[src/rtl/debouncer_bank_if.sv]
// Signal bundle between the raw button/pad inputs and the debounced outputs
// that feed ImageOutput.
interface debouncer_bank_if #(
  parameter int CHANNELS = 8
);
  logic [CHANNELS-1:0] io_in;
  logic [1:0]          io_mode;
  logic [CHANNELS-1:0] io_repeatEn;
  logic [CHANNELS-1:0] io_out;
  logic [CHANNELS-1:0] io_level;
  logic                io_any;

  modport master (
    output io_in, io_mode, io_repeatEn,
    input  io_out, io_level, io_any
  );

  modport slave (
    input  io_in, io_mode, io_repeatEn,
    output io_out, io_level, io_any
  );
endinterface

[src/rtl/debouncer_bank.sv]
// N-channel button debouncer: a 2-flop synchroniser, a stability window and
// edge/level output modes per channel, with optional hold-to-repeat pulses.
module debouncer_bank #(
  parameter int CHANNELS      = 8,
  parameter int STABLE_CYCLES = 252000,
  parameter int REPEAT_DELAY  = 12600000,
  parameter int REPEAT_PERIOD = 2520000,
  parameter int ACTIVE_LOW    = 0
) (
  input logic             clock,
  input logic             reset,
  debouncer_bank_if.slave io
);

  localparam int REPEAT_MAX = (REPEAT_DELAY > REPEAT_PERIOD) ? REPEAT_DELAY : REPEAT_PERIOD;
  localparam int SW = $clog2(STABLE_CYCLES + 1);
  localparam int RW = $clog2(REPEAT_MAX + 1);
  localparam logic [SW-1:0] STABLE_LAST = SW'(STABLE_CYCLES - 1);
  localparam logic [RW-1:0] DELAY_LAST  = RW'(REPEAT_DELAY - 1);
  localparam logic [RW-1:0] PERIOD_LAST = RW'(REPEAT_PERIOD - 1);
  localparam logic [RW-1:0] REPEAT_SAT  = RW'(REPEAT_MAX);

  typedef enum logic [1:0] {
    MODE_PRESS   = 2'd0,
    MODE_RELEASE = 2'd1,
    MODE_BOTH    = 2'd2,
    MODE_LEVEL   = 2'd3
  } mode_e;

  mode_e               mode;
  logic [CHANNELS-1:0] pin;
  logic [CHANNELS-1:0] s1, s2;
  logic [CHANNELS-1:0] stable, stable_d;
  logic [CHANNELS-1:0] out, out_d;
  logic [CHANNELS-1:0] rise, fall;
  logic [CHANNELS-1:0] rep_on, rep_hit;
  logic [CHANNELS-1:0] rep_periodic, rep_periodic_d;
  logic [SW-1:0]       cnt    [CHANNELS];
  logic [SW-1:0]       cnt_d  [CHANNELS];
  logic [RW-1:0]       rcnt   [CHANNELS];
  logic [RW-1:0]       rcnt_d [CHANNELS];
  logic                edge_press, edge_release;

  assign pin  = (ACTIVE_LOW != 0) ? ~io.io_in : io.io_in;
  assign mode = mode_e'(io.io_mode);

  // Per-channel stability window, edge detection, repeat timing and output select.
  always_comb begin
    stable_d       = stable;
    out_d          = '0;
    rise           = '0;
    fall           = '0;
    rep_on         = '0;
    rep_hit        = '0;
    rep_periodic_d = rep_periodic;
    cnt_d          = cnt;
    rcnt_d         = rcnt;
    edge_press     = (mode == MODE_PRESS) || (mode == MODE_BOTH);
    edge_release   = (mode == MODE_RELEASE) || (mode == MODE_BOTH);
    for (int unsigned i = 0; i < CHANNELS; i++) begin
      if (s2[i] != stable[i]) begin
        if (cnt[i] == STABLE_LAST) begin
          stable_d[i] = s2[i];
          cnt_d[i]    = '0;
          rise[i]     = s2[i];
          fall[i]     = ~s2[i];
        end else begin
          cnt_d[i] = cnt[i] + SW'(1);
        end
      end else begin
        cnt_d[i] = '0;
      end

      // Repeat timing runs whenever the button is held and enabled; the mode
      // only gates whether the resulting ticks reach the output. The release
      // edge itself already counts as not held.
      rep_on[i]  = stable[i] & io.io_repeatEn[i] & ~fall[i];
      rep_hit[i] = rep_on[i] &&
                   (rcnt[i] == (rep_periodic[i] ? PERIOD_LAST : DELAY_LAST));
      if (!rep_on[i]) begin
        rcnt_d[i]         = '0;
        rep_periodic_d[i] = 1'b0;
      end else if (rep_hit[i]) begin
        rcnt_d[i]         = '0;
        rep_periodic_d[i] = 1'b1;
      end else if (rcnt[i] != REPEAT_SAT) begin
        rcnt_d[i] = rcnt[i] + RW'(1);
      end

      if (mode == MODE_LEVEL) begin
        out_d[i] = stable_d[i];
      end else begin
        out_d[i] = (rise[i] & edge_press) | (fall[i] & edge_release) |
                   (rep_hit[i] & edge_press);
      end
    end
  end

  // Synchroniser stages and all per-channel state.
  always_ff @(posedge clock) begin
    if (reset) begin
      s1           <= '0;
      s2           <= '0;
      stable       <= '0;
      out          <= '0;
      rep_periodic <= '0;
      cnt          <= '{default: '0};
      rcnt         <= '{default: '0};
    end else begin
      s1           <= pin;
      s2           <= s1;
      stable       <= stable_d;
      out          <= out_d;
      rep_periodic <= rep_periodic_d;
      cnt          <= cnt_d;
      rcnt         <= rcnt_d;
    end
  end

  assign io.io_out   = out;
  assign io.io_level = stable;
  assign io.io_any   = |out;

endmodule
[src/flat_wrapper.sv]
// flat-port wrapper written by rule: the top's interface ports become plain ports
module debouncer_bank_flat 
#(
  parameter int CHANNELS      = 8,
  parameter int STABLE_CYCLES = 252000,
  parameter int REPEAT_DELAY  = 12600000,
  parameter int REPEAT_PERIOD = 2520000,
  parameter int ACTIVE_LOW    = 0
)
  (clock, reset, io_io_in, io_io_mode, io_io_repeatEn, io_io_out, io_io_level, io_io_any);
  debouncer_bank_if #(.CHANNELS(CHANNELS)) io_i ();
  input logic clock;
  input logic reset;
  input wire logic [$bits(io_i.io_in)-1:0] io_io_in;
  input wire logic [$bits(io_i.io_mode)-1:0] io_io_mode;
  input wire logic [$bits(io_i.io_repeatEn)-1:0] io_io_repeatEn;
  output wire logic [$bits(io_i.io_out)-1:0] io_io_out;
  output wire logic [$bits(io_i.io_level)-1:0] io_io_level;
  output wire logic [$bits(io_i.io_any)-1:0] io_io_any;
  assign io_i.io_in = io_io_in;
  assign io_i.io_mode = io_io_mode;
  assign io_i.io_repeatEn = io_io_repeatEn;
  assign io_io_out = io_i.io_out;
  assign io_io_level = io_i.io_level;
  assign io_io_any = io_i.io_any;
  debouncer_bank #(.CHANNELS(CHANNELS), .STABLE_CYCLES(STABLE_CYCLES), .REPEAT_DELAY(REPEAT_DELAY), .REPEAT_PERIOD(REPEAT_PERIOD), .ACTIVE_LOW(ACTIVE_LOW)) u_core (.clock(clock), .reset(reset), .io(io_i));
endmodule
[config.mk]
export PLATFORM = sky130hd
export DESIGN_NAME = debouncer_bank_flat
export DESIGN_NICKNAME = d
export VERILOG_FILES = /design/src/rtl/debouncer_bank_if.sv /design/src/rtl/debouncer_bank.sv /design/src/flat_wrapper.sv
export SDC_FILE = /design/constraint.sdc
export NUM_CORES = 1
export LEC_CHECK = 0
export ABC_CLOCK_PERIOD_IN_PS = 2580
export CAP_MARGIN = 15
export CORE_AREA = 2 2 168 170
export DETAILED_ROUTE_END_ITERATION = 10
export DIE_AREA = 0 0 170 172
export GPL_ROUTABILITY_DRIVEN = 0
export GPL_TIMING_DRIVEN = 0
export PLACE_DENSITY = 0.78
export RECOVER_POWER = 50
export SLEW_MARGIN = 20
export SYNTH_ARGS = -nofsm -noshare
export SYNTH_HDL_FRONTEND = slang
export SYNTH_SLANG_ARGS = --single-unit
[constraint.sdc]
create_clock -name clock -period 2.58 [get_ports clock]
set_input_delay 0.516 -clock clock [delete_from_list [all_inputs] [get_ports clock]]
set_output_delay 0.516 -clock clock [all_outputs]
set_load 0.03 [all_outputs]
==> impl_results.md, run 1 <==
- Via-to-Cell Ratio: about 5.5
- Fin crit share: 92.3%
- Overall Global Routing Usage: 22.8%
- Layout area overhead: 13.1%
- WHS Endpoint: u_core.s2[1]$_SDFF_PP0_
- CTS root buffer: clkbuf_16
- IO buf count: 35
- Largest net degree at the start of global routing: 16
- Number of synthesized flops with an enable pin: 0
- Cells after synthesis: approximately 2000
- First-pass GRT wire length: between 50000 and 60000 microns
- Final #Nets: roughly 2100
- # rows: 61
- Final antenna diode count: 0
- Yosys top cell by area: dfxtp_1
- Cell Chain, Critical Path: ha_1 -> and4_1 -> nand4_1 -> o21a_1 -> o21ai_1 -> clkbuf_1 -> nor2_1
- Layout cell share with drive strength beyond 1: 5.38%
- Die ar.: 29200 sq um
- Vias after detailed routing: 13300
- Non-filler cells, final: about 2400
- Hold buffers post-CTS: 0
- Synth area leaders: dfxtp_1 (45%), nor2_1 (9.8%), xor2_1 (9.8%)
- Worst R2R Path Depth: 7
- Mapped Nets: roughly 2000
- Ports: 37
- Non-Filler Cell Area, Final: 19000 sq um
- Avg WL per Cell: 13.9 microns
- Pwr Density: roughly 630 nW/um^2
- Max_cap viols: 0
- Die width: between 150 and 200 microns
- Worst hold path type: reg -> reg
- Top cell type's share of synthesized area: 44.7%
- Top cells by count, synth: nor2_1 (439), dfxtp_1 (376), xor2_1 (188)
- Worst-path maximum fanout: 10
- Post-Place Cells: 2339
- Clock Path Buffers: 3
- Buf+Inv Stages, Crit Path: 1
- RR Startpoint: u_core.cnt[54]$_SDFF_PP0_
- Crit path DAT: approximately 2.8 ns
- Clock transition at path regs: 0.06 ns
- Number of global-route vias before repair: about 13000
- Die height: 172 microns
- Worst R2R End: u_core.rcnt[88]$_SDFFE_PP0P_
- Hold path depth: 1
- Final Setup Violations: 0
- CP top delay family: simple AND/OR/NAND/NOR gates
- Placed cell area: roughly 18000 sq um
- Slew HR: between 40% and 50%
- Initial core utilization: between 60% and 70%
- Minimum clock period: about 2.4 ns
- Mapped Area: between 15000 and 20000 sq um
- Critical path capture point type: flip-flop
- Critical Path RT: 2.96 ns
- Hold_ws: roughly 0.43 ns
- Multi-input logic area: 8930 sq um
- Leakage power: approximately 6 nW
- Critical path class: reg -> reg
- Yosys reg bits: 376
- Pins Over Slew Limit: 0
- # fillers: about 2200
- FMAX: about 0.42 GHz
- Synth async-reset ratio: 0%
- FF/Latch Area: about 7500 sq um
- Outcome: complete, no violations
- Tightest Pin Transition: between 0.8 and 0.9 ns
- Setup TNS Final: 0 ns
- Iter 0 DRT Violations: ~640
- Resize count post-CTS: 1
- Drt drc: 0
- Antenna Violating Nets Remaining: 0
- Clk_lat worst skew: ~0.52 ns
- Mean Syn Cell Area: around 8.6 sq um
- Reg2reg setup slack: roughly 0.2 ns
- Sequential area share after synthesis: between 40% and 50%
- CTS tree: built
- Grt total ovfl: 0
- Slowest CP cell: clkbuf_1
- Clock skew: 0.0115 ns
- Drt first pass iters: 6
- Startpoint types: flip-flop
- Hold_sp: u_core.s1[1]$_SDFF_PP0_
- Setup Buffers After CTS: 0
- Area of the core: about 27000 sq um
- Fin. Hold Viols: 0
- Sink Count: 376
- Antenna violations before repair: 0
- CP max stage delay: approximately 0.40 ns
- Num CTS Buffers: 40
- H-tree levels: 2
- Yosys cell types: 58
- Most common cell in the netlist: nor2_1
- Top_reg_cell synth: dfxtp_1
- Peak supply drop: between 0.4 and 0.5 mV
- YS warnings: 0
- Post-Route WL: about 34000 microns
- HPWL Detailed: around 23000 microns
cell usage in the layout, fill, tap and decap left out, types with 27 or more instances in the layout:
master	count
nand4_1	79
nor4_1	33
xnor2_1	117
ha_1	27
clkbuf_16	41
inv_1	49
nor3_1	46
clkdlybuf4s50_1	34
clkbuf_1	30
xor2_1	188
nor2_1	439
and3_1	52
nand2_1	140
nand3_1	133
dfxtp_1	376
layer usage:
layer  track usage [%]  wire length, microns  vias to the layer above
li1                  -                     -                     6804
met1              29.2                 15600                     6213
met2              40.3                 16000                      211
met3              3.41                  1210                       55
met4              6.17                   694                        0
met5                 0                     0                        -
state kept, by name (all words and copies together) (netlist names):
register,cells
u_core.rcnt,192
u_core.io.io_out,8
u_core.rep_periodic,8
u_core.io.io_level,8
u_core.s2,8
u_core.s1,8
u_core.cnt,144
through the flow:
step | setup WS, ns | util (%) | total power [mW]
floorplan | 0.532 | - | 6.03
detailed placement | -0.170 | 64.1 | 6.11
global placement | -0.0926 | 64.1 | 6.10
finish | 0.199 | 69.3 | 11.9
CTS | 0.00751 | 69.2 | 12.0
global route | -0.00284 | 69.3 | 12.3
final cells by class:
cell class | instances | area share (%)
plain buffers | 47 | 1.20
flip-flops and latches | 376 | 39.5
clock buffers | 52 | 6.03
repair buffers | 35 | 1.85
well taps | 346 | 2.27
clock inverters | 19 | 1.25
multi-input cells | 1486 | 46.9
inverters | 49 | 0.966
worst max path at each step:
stage               slack, ns                             end                            from  depth (start not counted)
floorplan                0.53  u_core.io.io_out[7]$_SDFF_PP0_    u_core.rcnt[12]$_SDFFE_PP0P_                          7
global placement        -0.09   u_core.rcnt[182]$_SDFFE_PP0P_                           reset                          8
detailed placement      -0.17   u_core.rcnt[184]$_SDFFE_PP0P_                           reset                          8
CTS                     0.008                       io_io_any  u_core.io.io_out[3]$_SDFF_PP0_                          3
global route           -0.003   u_core.rcnt[155]$_SDFFE_PP0P_      u_core.cnt[121]$_SDFF_PP0_                          8
finish                   0.20    u_core.rcnt[88]$_SDFFE_PP0P_       u_core.cnt[54]$_SDFF_PP0_                          7
report_power, final:
part | leakage (nW) | internal [mW] | total, mW | switching, mW
logic | 2.40 | 0.0573 | 0.142 | 0.0846
clock network | 0.677 | 3.64 | 5.96 | 2.32
registers | 3.03 | 5.82 | 5.84 | 0.0135
kinds of logic after synthesis:
family | Yosys count | synth area share (%)
simple gates | 1063 | 31.1
xor+xnor | 305 | 15.9
flops | 376 | 44.7
fa+ha+maj | 27 | 2.01
compound gates | 71 | 2.74
buf+inv | 96 | 2.40
mux | 20 | 1.20
Power figures use the tool's default switching activity.
==> run 2: changes to the inputs <==
--- a/config.mk
+++ b/config.mk
@@ -8,6 +8,7 @@
 export ABC_CLOCK_PERIOD_IN_PS = 2580
 export CAP_MARGIN = 15
 export CORE_AREA = 2 2 168 170
+export CTS_CLUSTER_DIAMETER = 30
 export DETAILED_ROUTE_END_ITERATION = 10
 export DIE_AREA = 0 0 170 172
 export GPL_ROUTABILITY_DRIVEN = 0
==> impl_results.md, run 2 (synthesized netlist as in run 1, its figures left out) <==
- Outcome: complete, no violations
- Met2 wire len: 17900 microns (+12%)
- Clock power frac: 62.4% (+13 points)
- First-pass GRT wire length: 60500 microns (+7.2%)
- Placed cell area: 17600 sq um (unchanged)
- Post-Route WL: 36200 microns (+8.1%)
- Setup TNS Final: 0 ns (unchanged)
- FMAX: 0.418 GHz (-0.58%)
- # rows: 61 (unchanged)
- Slew HR: 44.4% (-1.1 points)
- Drt drc: 0 (unchanged)
- Setup slack at placement: -0.170 ns (unchanged)
- Pwr Density: 784 nW/um^2 (+25%)
- Pins Over Slew Limit: 0 (unchanged)
- Post-Place Cells: 2339 (unchanged)
- CTS root buffer: clkbuf_16
- Worst-path maximum fanout: 10 (unchanged)
- Non-Filler Cell Area, Final: 20300 sq um (+6.6%)
- Clock skew: 0.0221 ns (+0.0106 ns)
- Num CTS Buffers: 74 (+85%)
- Sequential power share: 36.7% (-12 points)
- Die height: 172 microns (unchanged)
- Non-filler cells, final: 2475 (+2.7%)
- IO buf count: 35 (unchanged)
- Die ar.: 29200 sq um (unchanged)
- Buf+Inv Stages, Crit Path: 1 (unchanged)
- Sw Share: 20.8% (+0.58 points)
- Vias after detailed routing: 13700 (+3.2%)
- Sink Count: 376 (unchanged)
- Max reg flops: 192 (unchanged)
- CP top delay family: simple AND/OR/NAND/NOR gates
- CP max stage delay: 0.39 ns (about the same)
- Largest net degree at the start of global routing: 14 (-2)
- Final #Nets: 2118 (+1.7%)
- Worst setup margin: 0.185 ns (-0.0138 ns)
- Leakage power: 6.71 nW (+9.8%)
- Top routing layer in use: met4
- Clock Path Buffers: 3 (unchanged)
- Initial core utilization: 61.3% (unchanged)
- Area of the core: 27500 sq um (unchanged)
- CTS tree: built
- Antenna violations before repair: 1 (+1)
- Antenna Violating Nets Remaining: 0 (unchanged)
- Net Sw Power: 3.31 mW (+37%)
- Internal power: 12.6 mW (+33%)
- Critical path class: reg -> reg
- Number of global-route vias before repair: 13400 (+7.3%)
- Minimum clock period: 2.40 ns (+0.0138 ns)
- Met1 wire length: 16100 microns (+3.1%)
- Ports: 37 (unchanged)
- Clock transition at path regs: 0.05 ns (about the same)
- Detail Route met3 WL: 1390 microns (+14%)
- HPWL Detailed: 23300 microns (unchanged)
- Hold buffers post-CTS: 0 (unchanged)
- Layout cell share with drive strength beyond 1: 8.08% (+2.7 points)
- Cell Chain, Critical Path: ha_1 -> and4_1 -> nand4_1 -> o21a_1 -> o21ai_1 -> clkbuf_1 -> nor2_1
- Peak supply drop: 0.562 mV (+21%)
- Reg with most FFs: u_core.rcnt
- Commonest cells after routing, fill and taps aside: nor2_1 (439), dfxtp_1 (376), xor2_1 (188), nand2_1 (140), nand3_1 (133)
- Clk_lat worst skew: 0.57 ns (+0.05 ns)
- Die width: 170 microns (unchanged)
- Overall Global Routing Usage: 24.7% (+1.9 points)
- Layout area overhead: 20.6%
- Fin. Hold Viols: 0 (unchanged)
- Grt total ovfl: 0 (unchanged)
- Crit path DAT: 2.83 ns (+0.07 ns)
- Tightest Pin Transition: 0.828 ns (+0.0182 ns)
- Slowest CP cell: clkbuf_1
- Biggest regs: u_core.rcnt x192, u_core.cnt x144
- Iter 0 DRT Violations: 810 (+27%)
- H-tree levels: 3 (+1)
- Critical Path RT: 3.01 ns (+0.05 ns)
- Max_cap viols: 0 (unchanged)
- Via-to-Cell Ratio: 5.54 (+0.48%)
- Avg WL per Cell: 14.6 microns (+5.2%)
- Startpoint types: flip-flop
- Combinational share of power: 0.9% (-0.3 points)
- Fin crit share: 92.8% (+0.54 points)
- Commonest non-fill, non-tap cell in the layout: nor2_1
- Drt first pass iters: 5 (-1)
- Critical path capture point type: flip-flop
- Worst hold path type: reg -> reg
- Final Setup Violations: 0 (unchanged)
## run 2: final timing paths
path,slack [ns],start,end,depth (start not counted)
max,0.18,u_core.cnt[54]$_SDFF_PP0_,u_core.rcnt[93]$_SDFFE_PP0P_,7
min,0.43,u_core.s1[7]$_SDFF_PP0_,u_core.s2[7]$_SDFF_PP0_,1
max reg2reg,0.18,u_core.cnt[54]$_SDFF_PP0_,u_core.rcnt[93]$_SDFFE_PP0P_,7
min reg2reg,0.43,u_core.s1[7]$_SDFF_PP0_,u_core.s2[7]$_SDFF_PP0_,1
## run 2: stage by stage
stage                     hold slack, ns  util (%)  total power, mW
after global placement             0.416      64.1             6.10
final                              0.429      73.9             15.9
after floorplan                    0.413         -             6.03
after global routing               0.460      73.9             16.3
after CTS                          0.438      73.7             16.0
after detailed placement           0.426      64.1             6.11
## run 2: area by class of cell
cell class                 count  area (sq um)
multi-input combinational   1486          8930
sequential                   376          7530
fill                        1979          7170
clock buffer                  92          2060
clock inverter                41           578
tap                          346           433
timing repair buffer          37           360
buffer                        47           229
inverter                      49           184
antenna                        1          2.50
## run 2: timing repair
item                                    4_1_cts  5_1_grt
buffers inserted                              0        2
endpoints found under the setup margin        1      159
pin swaps                                     0        1
resized for setup                             2       19
endpoints found under the hold margin         0        0
## run 2: routing by layer
| layer | vias up | track usage (%) |
|---|---|---|
| met2 | 260 | 43.9 |
| li1 | 6900 | - |
| met3 | 71 | 4.37 |
| met4 | 0 | 9.36 |
| met1 | 6476 | 29.9 |
| met5 | - | 0 |
## run 2: power by group through the flow
stage,Sequential [mW],Clock (mW),Combinational (mW)
finish,5.85,9.93,0.143
global route,5.85,10.3,0.154
CTS,5.85,10.0,0.143
detailed placement,5.96,0,0.142
global placement,5.96,0,0.140
floorplan,5.97,0,0.0646
